$ cat src/rtl/stream_fifo_32b.sv
// stream_fifo_32b
//   First-word-fall-through valid/ready FIFO that decouples a PE input mux
//   from its consumer, so the crossbar select can change while words are
//   still in flight.
//
// Ports
//   clk        rising-edge clock
//   rst        synchronous reset, active-high
//   in_data    word offered by the upstream mux
//   in_valid   upstream offers in_data this cycle
//   in_ready   FIFO accepts a word this cycle (never while full or in reset)
//   out_data   head-of-queue word, zero when empty
//   out_valid  out_data holds a valid word
//   out_ready  downstream consumes out_data this cycle
//   count      number of stored words, 0..Depth
module stream_fifo_32b #(
    parameter int unsigned Size  = 32,
    parameter int unsigned Depth = 4
) (
    input  logic                       clk,
    input  logic                       rst,
    input  logic [Size-1:0]            in_data,
    input  logic                       in_valid,
    output logic                       in_ready,
    output logic [Size-1:0]            out_data,
    output logic                       out_valid,
    input  logic                       out_ready,
    output logic [$clog2(Depth):0]     count
);

    localparam int unsigned PtrW = $clog2(Depth);
    localparam int unsigned CntW = PtrW + 1;

    logic [Size-1:0] mem_q [Depth];
    logic [PtrW-1:0] wr_ptr_q, wr_ptr_d;
    logic [PtrW-1:0] rd_ptr_q, rd_ptr_d;
    logic [CntW-1:0] count_q,  count_d;

    logic empty;
    logic full;
    logic push;
    logic pop;

    // The occupancy counter is the only source of full/empty; the pointers
    // alone cannot tell full from empty when they are equal.
    assign empty = (count_q == '0);
    assign full  = (count_q == CntW'(Depth));

    // Holding in_ready low during reset keeps a word offered in the reset
    // cycle from being written into the array.
    assign in_ready  = !full && !rst;
    assign out_valid = !empty;
    assign out_data  = out_valid ? mem_q[rd_ptr_q] : '0;
    assign count     = count_q;

    assign push = in_valid && in_ready;
    assign pop  = out_valid && out_ready;

    always_comb begin
        wr_ptr_d = wr_ptr_q;
        rd_ptr_d = rd_ptr_q;
        count_d  = count_q;

        // Depth is a power of two, so plain increment wraps modulo Depth.
        if (push) begin
            wr_ptr_d = wr_ptr_q + PtrW'(1);
        end
        if (pop) begin
            rd_ptr_d = rd_ptr_q + PtrW'(1);
        end

        case ({push, pop})
            2'b10:   count_d = count_q + CntW'(1);
            2'b01:   count_d = count_q - CntW'(1);
            default: count_d = count_q;
        endcase
    end

    always_ff @(posedge clk) begin
        if (rst) begin
            wr_ptr_q <= '0;
            rd_ptr_q <= '0;
            count_q  <= '0;
        end else begin
            wr_ptr_q <= wr_ptr_d;
            rd_ptr_q <= rd_ptr_d;
            count_q  <= count_d;
        end
    end

    // Storage is not reset; stale contents are masked by count_q/out_valid.
    always_ff @(posedge clk) begin
        if (push) begin
            mem_q[wr_ptr_q] <= in_data;
        end
    end

endmodule

$ cat config.mk
export PLATFORM = sky130hd
export DESIGN_NAME = stream_fifo_32b
export DESIGN_NICKNAME = d
export VERILOG_FILES = /design/src/rtl/stream_fifo_32b.sv
export SDC_FILE = /design/constraint.sdc
export NUM_CORES = 1
export LEC_CHECK = 0
export ABC_AREA = 1
export CAP_MARGIN = 20
export CORE_ASPECT_RATIO = 0.5
export CORE_MARGIN = 5
export CORE_UTILIZATION = 54
export CTS_CLUSTER_DIAMETER = 30
export DETAILED_ROUTE_END_ITERATION = 8
export PLACE_DENSITY = 0.91
export SLEW_MARGIN = 15
export SYNTH_ARGS = -nofsm -noshare
export SYNTH_HDL_FRONTEND = slang
export SYNTH_SLANG_ARGS = --single-unit
$ cat constraint.sdc
create_clock -name clk -period 3.89 [get_ports clk]
set_clock_uncertainty 0.2 [all_clocks]
set_input_delay 1.167 -clock clk [delete_from_list [all_inputs] [get_ports clk]]
set_output_delay 1.167 -clock clk [all_outputs]
set_load 0.005 [all_outputs]
==> results of run 1 <==
## cells by family (layout without fill, tap and decap cells)
| group | after synthesis | in the layout | share of synthesized area (%) |
|---|---|---|---|
| DFF | 137 | 137 | 73.71 |
| AOI/OAI and AO/OA | 103 | 103 | 9.443 |
| and+or+nand+nor | 159 | 159 | 11.09 |
| adders and majority gates | 6 | 6 | 1.513 |
| buffers and inverters | 43 | 136 | 4.240 |
## area by class of cell
| type | instances | area [um^2] | share of cell area, % |
|---|---|---|---|
| well taps | 135 | 168.9 | 2.422 |
| clock inverters | 15 | 166.4 | 2.386 |
| repair buffers | 84 | 880.8 | 12.63 |
| inverters | 20 | 75.07 | 1.076 |
| multi-input cells | 268 | 1234 | 17.69 |
| flip-flops and latches | 137 | 4025 | 57.70 |
| clock buffers | 17 | 425.4 | 6.099 |
## critical path, delay by kind of cell, from the launching register on
family	cells	cell delay (ns)
AOI/OAI and AO/OA	2	0.33
buffers and inverters	3	1.19
DFF	1	0.32
and+or+nand+nor	1	0.15
## synthesized netlist by cell type (all sizes together)
cell / n
nor2: 139
edfxtp: 128
o21ai: 67
a21oi: 36
inv: 20
buf: 15
nand2: 14
dfxtp: 9
clkbuf: 8
ha: 5
nand3: 5
fa: 1
nand4: 1
## where the power goes
part | total (W) | internal [W] | switching (W) | leakage [nW]
Combinational | 0.00138 | 0.000628 | 0.000750 | 0.909
Clock | 0.00159 | 0.000957 | 0.000636 | 0.288
Sequential | 0.00173 | 0.00170 | 0.0000357 | 1.24
Total | 0.00470 | 0.00328 | 0.00142 | 2.43
## flip-flops by register name, summed over array words and instances (netlist names), named ones only
name,cells
rd_ptr_q,2
mem_q,128
wr_ptr_q,2
count,3
## layout by cell type, fill, tap and decap left out
cell / instances
a21oi_1: 36
buf_12: 5
buf_4: 6
buf_8: 1
bufinv_16: 2
clkbuf_16: 17
clkdlybuf4s50_1: 72
clkinv_1: 1
clkinv_2: 1
clkinv_4: 5
clkinvlp_4: 1
dfxtp_1: 8
dfxtp_2: 1
edfxtp_1: 128
fa_1: 1
ha_1: 5
inv_1: 19
inv_2: 1
inv_6: 4
inv_8: 1
nand2_1: 14
nand3_1: 5
nand4_1: 1
nor2_1: 135
nor2_4: 4
o21ai_0: 35
o21ai_1: 32
## worst min path at each step
| stage | slack [ns] | cells past startpoint | to |
|---|---|---|---|
| after CTS | 0.31 | 2 | wr_ptr_q[1] |
| final | 0.31 | 2 | wr_ptr_q[1] |
| after global routing | 0.34 | 2 | rd_ptr_q[1] |
| after detailed placement | 0.31 | 2 | wr_ptr_q[1] |
| after floorplan | 0.26 | 2 | register |
| after global placement | 0.30 | 2 | wr_ptr_q[1] |
## through the flow
step | util [%] | cell area [um^2]
after floorplan | - | 5459
after global placement | 66.10 | 6369
after detailed placement | 66.26 | 6384
after CTS | 72.40 | 6975
after global routing | 72.40 | 6975
final | 72.40 | 6975
## per-layer routing
| metal | GRT usage, % | part of all wire (%) | vias to the layer above |
|---|---|---|---|
| met1 | 24.16 | 38 | 1738 |
| met4 | 9.955 | 2.9 | 0 |
| met2 | 39.29 | 50 | 234 |
| li1 | - | - | 1730 |
| met5 | 0 | 0 | - |
| met3 | 5.907 | 9.2 | 35 |
==> flow_summary.toml, run 1 <==
[status]
outcome = "finished, final reports clean"

[layout]
nNetsFinal = 570
syn2layout_area_growth_pct = 27.78
antenna_cells = 0
drive_gt1_share_pct = 9.057
fill_cells = 574
fin_cells = 676

[die]
core.rowCount = 25
ioPinCount = 73
die_h_um = 81.10
die_w_um = 152.2
dieArea_um2 = 12340
coreArea_um2 = 9634
start_util_pct = 56.66

[clocking]
h-tree-depth = 4
tritoncts = "built"
cts_resized = 0
cts_setup_buffers = 0
numCtsBuffers = 17
clock_sinks = 137
clockBufferDepth = 2
clock_latency_ns = 0.41
clockRootBuffer = "clkbuf_16"
cts.clk_slew.worst_paths_ns = 0.06
cts_hold_buf = 0

[timing]
grt_setup_unrepaired = "false"
setup_tns_ns = 0
layout_setup_ws_ns = 0.1041
hold_viol_final = 0
max_slew_margin_pct = 48.20
worst_slew_pin_slew_ns = 0.7761
timing.final.crit_share_pct = 97.32
report.final.slew_viol_count = 0
hold_ws_ns = 0.3057
finalSetupViolCount = 0
finalCriticalPeriod_ns = 3.786
max_freq_mhz = 264.1

[global_route]
grt_pass1_wl_um = 19880
grt_overflow = 0
antenna_found_initial = 0
grt_max_degree = 33
grt_pass1_vias = 3710
track_usage_pct = 21.51

[worst_hold_path]
hold_path.class = "reg -> reg"
hold_start = "wr_ptr_q[1]"

[setup_path]
cp.arrival_ns = 2.42
critPathKind = "reg -> out"
r2r_cells = 13
crit_path_max_incr_delay_ns = 0.56
crit_fanout = 18
crit_path_end = "out_data[25]"
end_kind = "output port"
rrSetupSlack_ns = 1.82
worst_r2r_endpoint = "count[2]"
critPathLaunchType = "register"
path_cells = "inv_1 -> buf_8 -> nor2_1 -> o21ai_0 -> a21oi_1 -> clkdlybuf4s50_1"
reg2reg_from = "count[1]"
cp_slowest_cell = "clkdlybuf4s50_1"
crit_required_ns = 2.52

[pwr]
pwr_density_cell_nw_per_um2 = 674.5
finalPower_w = 0.004705
ir_drop_uv = 354.7
leakage_nw = 2.434

[synth]
yosysSeqAreaShare_pct = 73.71
synth.distinct_cells = 17
syn_nets = 490
syn_area_per_cell_um2 = 12.19
syn_area_um2 = 5459
yosysWarnings = 0
synth_top_cell_by_area = "edfxtp_1"
synthDominantCellAreaShare_pct = 70.41
synth_seq_cells = 137
synthCells = 448
synth_area_leaders = "edfxtp_1 (70%), nor2_1 (9.6%), a21oi_1 (3.3%), dfxtp_1 (3.3%), o21ai_0 (3.2%)"

[route]
drt_first_pass_iters = 5
drt-total-wl_um = 12870
avgRoutedWirePerCell_um = 19.04
via_count = 3737
drcViolationCount = 0
ant_nets = 0
first_iter_violations = 472
vias_per_cell = 5.528

[place]
port_buffers = 72
hpwl_um = 6956
dp_slack_ns = 0.2135
gp_congestion = 0.7543
placedCellCount = 644

[flow_run]
drv_cap = 0
Power figures use the tool's default switching activity.
==> run 2: changes to the inputs <==
--- a/config.mk
+++ b/config.mk
@@ -12,7 +12,7 @@
 export CORE_UTILIZATION = 54
 export CTS_CLUSTER_DIAMETER = 30
 export DETAILED_ROUTE_END_ITERATION = 8
-export PLACE_DENSITY = 0.91
+export PLACE_DENSITY = 0.77
 export SLEW_MARGIN = 15
 export SYNTH_ARGS = -nofsm -noshare
 export SYNTH_HDL_FRONTEND = slang
==> constraint.sdc (replaced) <==
create_clock -name clk -period 4.1 [get_ports clk]
set_clock_uncertainty 0.2 [all_clocks]
set_input_delay 1.23 -clock clk [delete_from_list [all_inputs] [get_ports clk]]
set_output_delay 1.23 -clock clk [all_outputs]
set_load 0.005 [all_outputs]
==> run 2 against run 1 <==
Effect of this change: sequential share of layout area shrank 0.052 points; register-to-register slack gained 0.11 ns; via count decreased by 5.5%; clock-buffer cell count grew 3; routed wire length decreased by 16%; sequential power is 5% lower; die area is the same; global-route usage is 3.1 points lower; first-iteration DRC count is 57% lower; total power fell by 5.1%; core utilization increased by 0.065 points; critical path type unchanged; critical endpoint is now out_data[20].
==> flow_summary.toml, run 2 (synthesis results as in run 1) <==
[layout]
syn2layout_area_growth_pct = 27.89
largest_reg_flops = 128
fill_cells = 645
nNetsFinal = 571
antenna_cells = 0
fin_cells = 677
final_core_util_pct = 72.47
layout_commonest_cell = "nor2_1"
regMostFlops = "mem_q"
multi_input_area_um2 = 1234
layout_common_cells = "nor2_1 (135), edfxtp_1 (128), clkdlybuf4s50_1 (72)"
final-seq-area_um2 = 4025
drive_gt1_share_pct = 8.672

[timing]
layout_setup_ws_ns = 0.2383
max_slew_margin_pct = 53.76
hold_viol_final = 0
grt_setup_unrepaired = "false"
max_freq_mhz = 259.0
finalCriticalPeriod_ns = 3.862
finalSetupViolCount = 0
timing.final.crit_share_pct = 94.19
worst_slew_pin_slew_ns = 0.6937
report.final.slew_viol_count = 0
setup_tns_ns = 0
hold_ws_ns = 0.3199

[die]
die_h_um = 81.10
ioPinCount = 73
core.rowCount = 25
start_util_pct = 56.66
coreArea_um2 = 9634
dieArea_um2 = 12340
die_w_um = 152.2

[global_route]
track_usage_pct = 18.40
grt_pass1_vias = 3556
grt_max_degree = 65
antenna_found_initial = 0
grt_pass1_wl_um = 17520
grt_overflow = 0

[route]
drcViolationCount = 0
via_count = 3533
first_iter_violations = 202
drt-total-wl_um = 10770
drt_first_pass_iters = 5
ant_nets = 0
vias_per_cell = 5.219
avgRoutedWirePerCell_um = 15.91

[setup_path]
end_kind = "output port"
rrSetupSlack_ns = 1.93
critPathLaunchType = "register"
crit_fanout = 64
worst_r2r_endpoint = "count[2]"
cp.arrival_ns = 2.43
critPathKind = "reg -> out"
reg2reg_from = "count[1]"
r2r_cells = 13
crit_required_ns = 2.67

[clocking]
cts_setup_buffers = 0
clock_sinks = 137
clockRootBuffer = "clkbuf_16"
numCtsBuffers = 17
cts.clk_slew.worst_paths_ns = 0.05
tritoncts = "built"
clockBufferDepth = 2
h-tree-depth = 4
cts_resized = 0
clock_latency_ns = 0.40
cts_hold_buf = 0

[pwr]
combinationalPowerShare_pct = 28.3
ir_drop_uv = 344.6
leakage_nw = 2.430
pwr_density_cell_nw_per_um2 = 639.7
p_int_w = 0.003231
p_clk_share_pct = 35.0
p_seq_share_pct = 36.7
power_switching_w = 0.001235
switching_share_pct = 27.66

[worst_hold_path]
worstHoldEndpoint = "wr_ptr_q[1]"
hold_start = "wr_ptr_q[1]"
hold_path.class = "reg -> reg"
min_path_cells = 2

[place]
dp_slack_ns = 0.2717
port_buffers = 72
hpwl_um = 6245
placedCellCount = 645
gp_congestion = 0.7927

[flow_run]
drv_cap = 0

[status]
outcome = "finished, final reports clean"
## run 2: layout make-up
cell class                      count  area share (%)
Clock buffer                       20           6.254
Clock inverter                     12           2.491
Inverter                           20           1.075
Multi-Input combinational cell    268           17.67
Sequential cell                   137           57.65
Tap cell                          135           2.419
Timing Repair Buffer               85           12.44
## run 2: power groups by stage
stage	clock, W	sequential [W]	combinational (W)
3_3_place_gp	0	0.00167	0.00125
4_1_cts	0.00158	0.00164	0.00128
3_5_place_dp	0	0.00167	0.00127
5_1_grt	0.00164	0.00165	0.00140
6_report	0.00156	0.00164	0.00126
2_1_floorplan	0	0.00167	0.000647
## run 2: worst max-delay path by stage
| stage | startpoint | end | slack (ns) | cells past startpoint |
|---|---|---|---|---|
| floorplan | rst | mem_q[0][0] | 0.52 | 3 |
| global placement | rst | in_ready | 0.31 | 3 |
| detailed placement | rst | in_ready | 0.27 | 3 |
| CTS | register | out_data[20] | 0.23 | 6 |
| global route | register | out_data[20] | 0.06 | 6 |
| finish | register | out_data[20] | 0.24 | 6 |
## run 2: routing by layer
metal	global-route usage (%)	wire length (um)	vias to the layer above
met1	22.36	4506	1713
met3	4.470	625	6
li1	-	-	1725
met5	0	0	-
met2	32.65	5584	89
met4	7.085	55	0
## run 2: stage by stage
stage	total power, W	area [um^2]
6_report	0.004466	6982
5_1_grt	0.004695	6982
4_1_cts	0.004510	6982
3_5_place_dp	0.002942	6371
3_3_place_gp	0.002917	6371
2_1_floorplan	0.002315	5459
## run 2: worst max-delay path, cell delays in order (launching register included)
cell             delay [ns]
dfxtp_2                0.33
buf_4                  0.55
nor2_1                 0.11
nor2_1                 0.11
o21ai_0                0.10
a21oi_1                0.24
clkdlybuf4s50_1        0.55
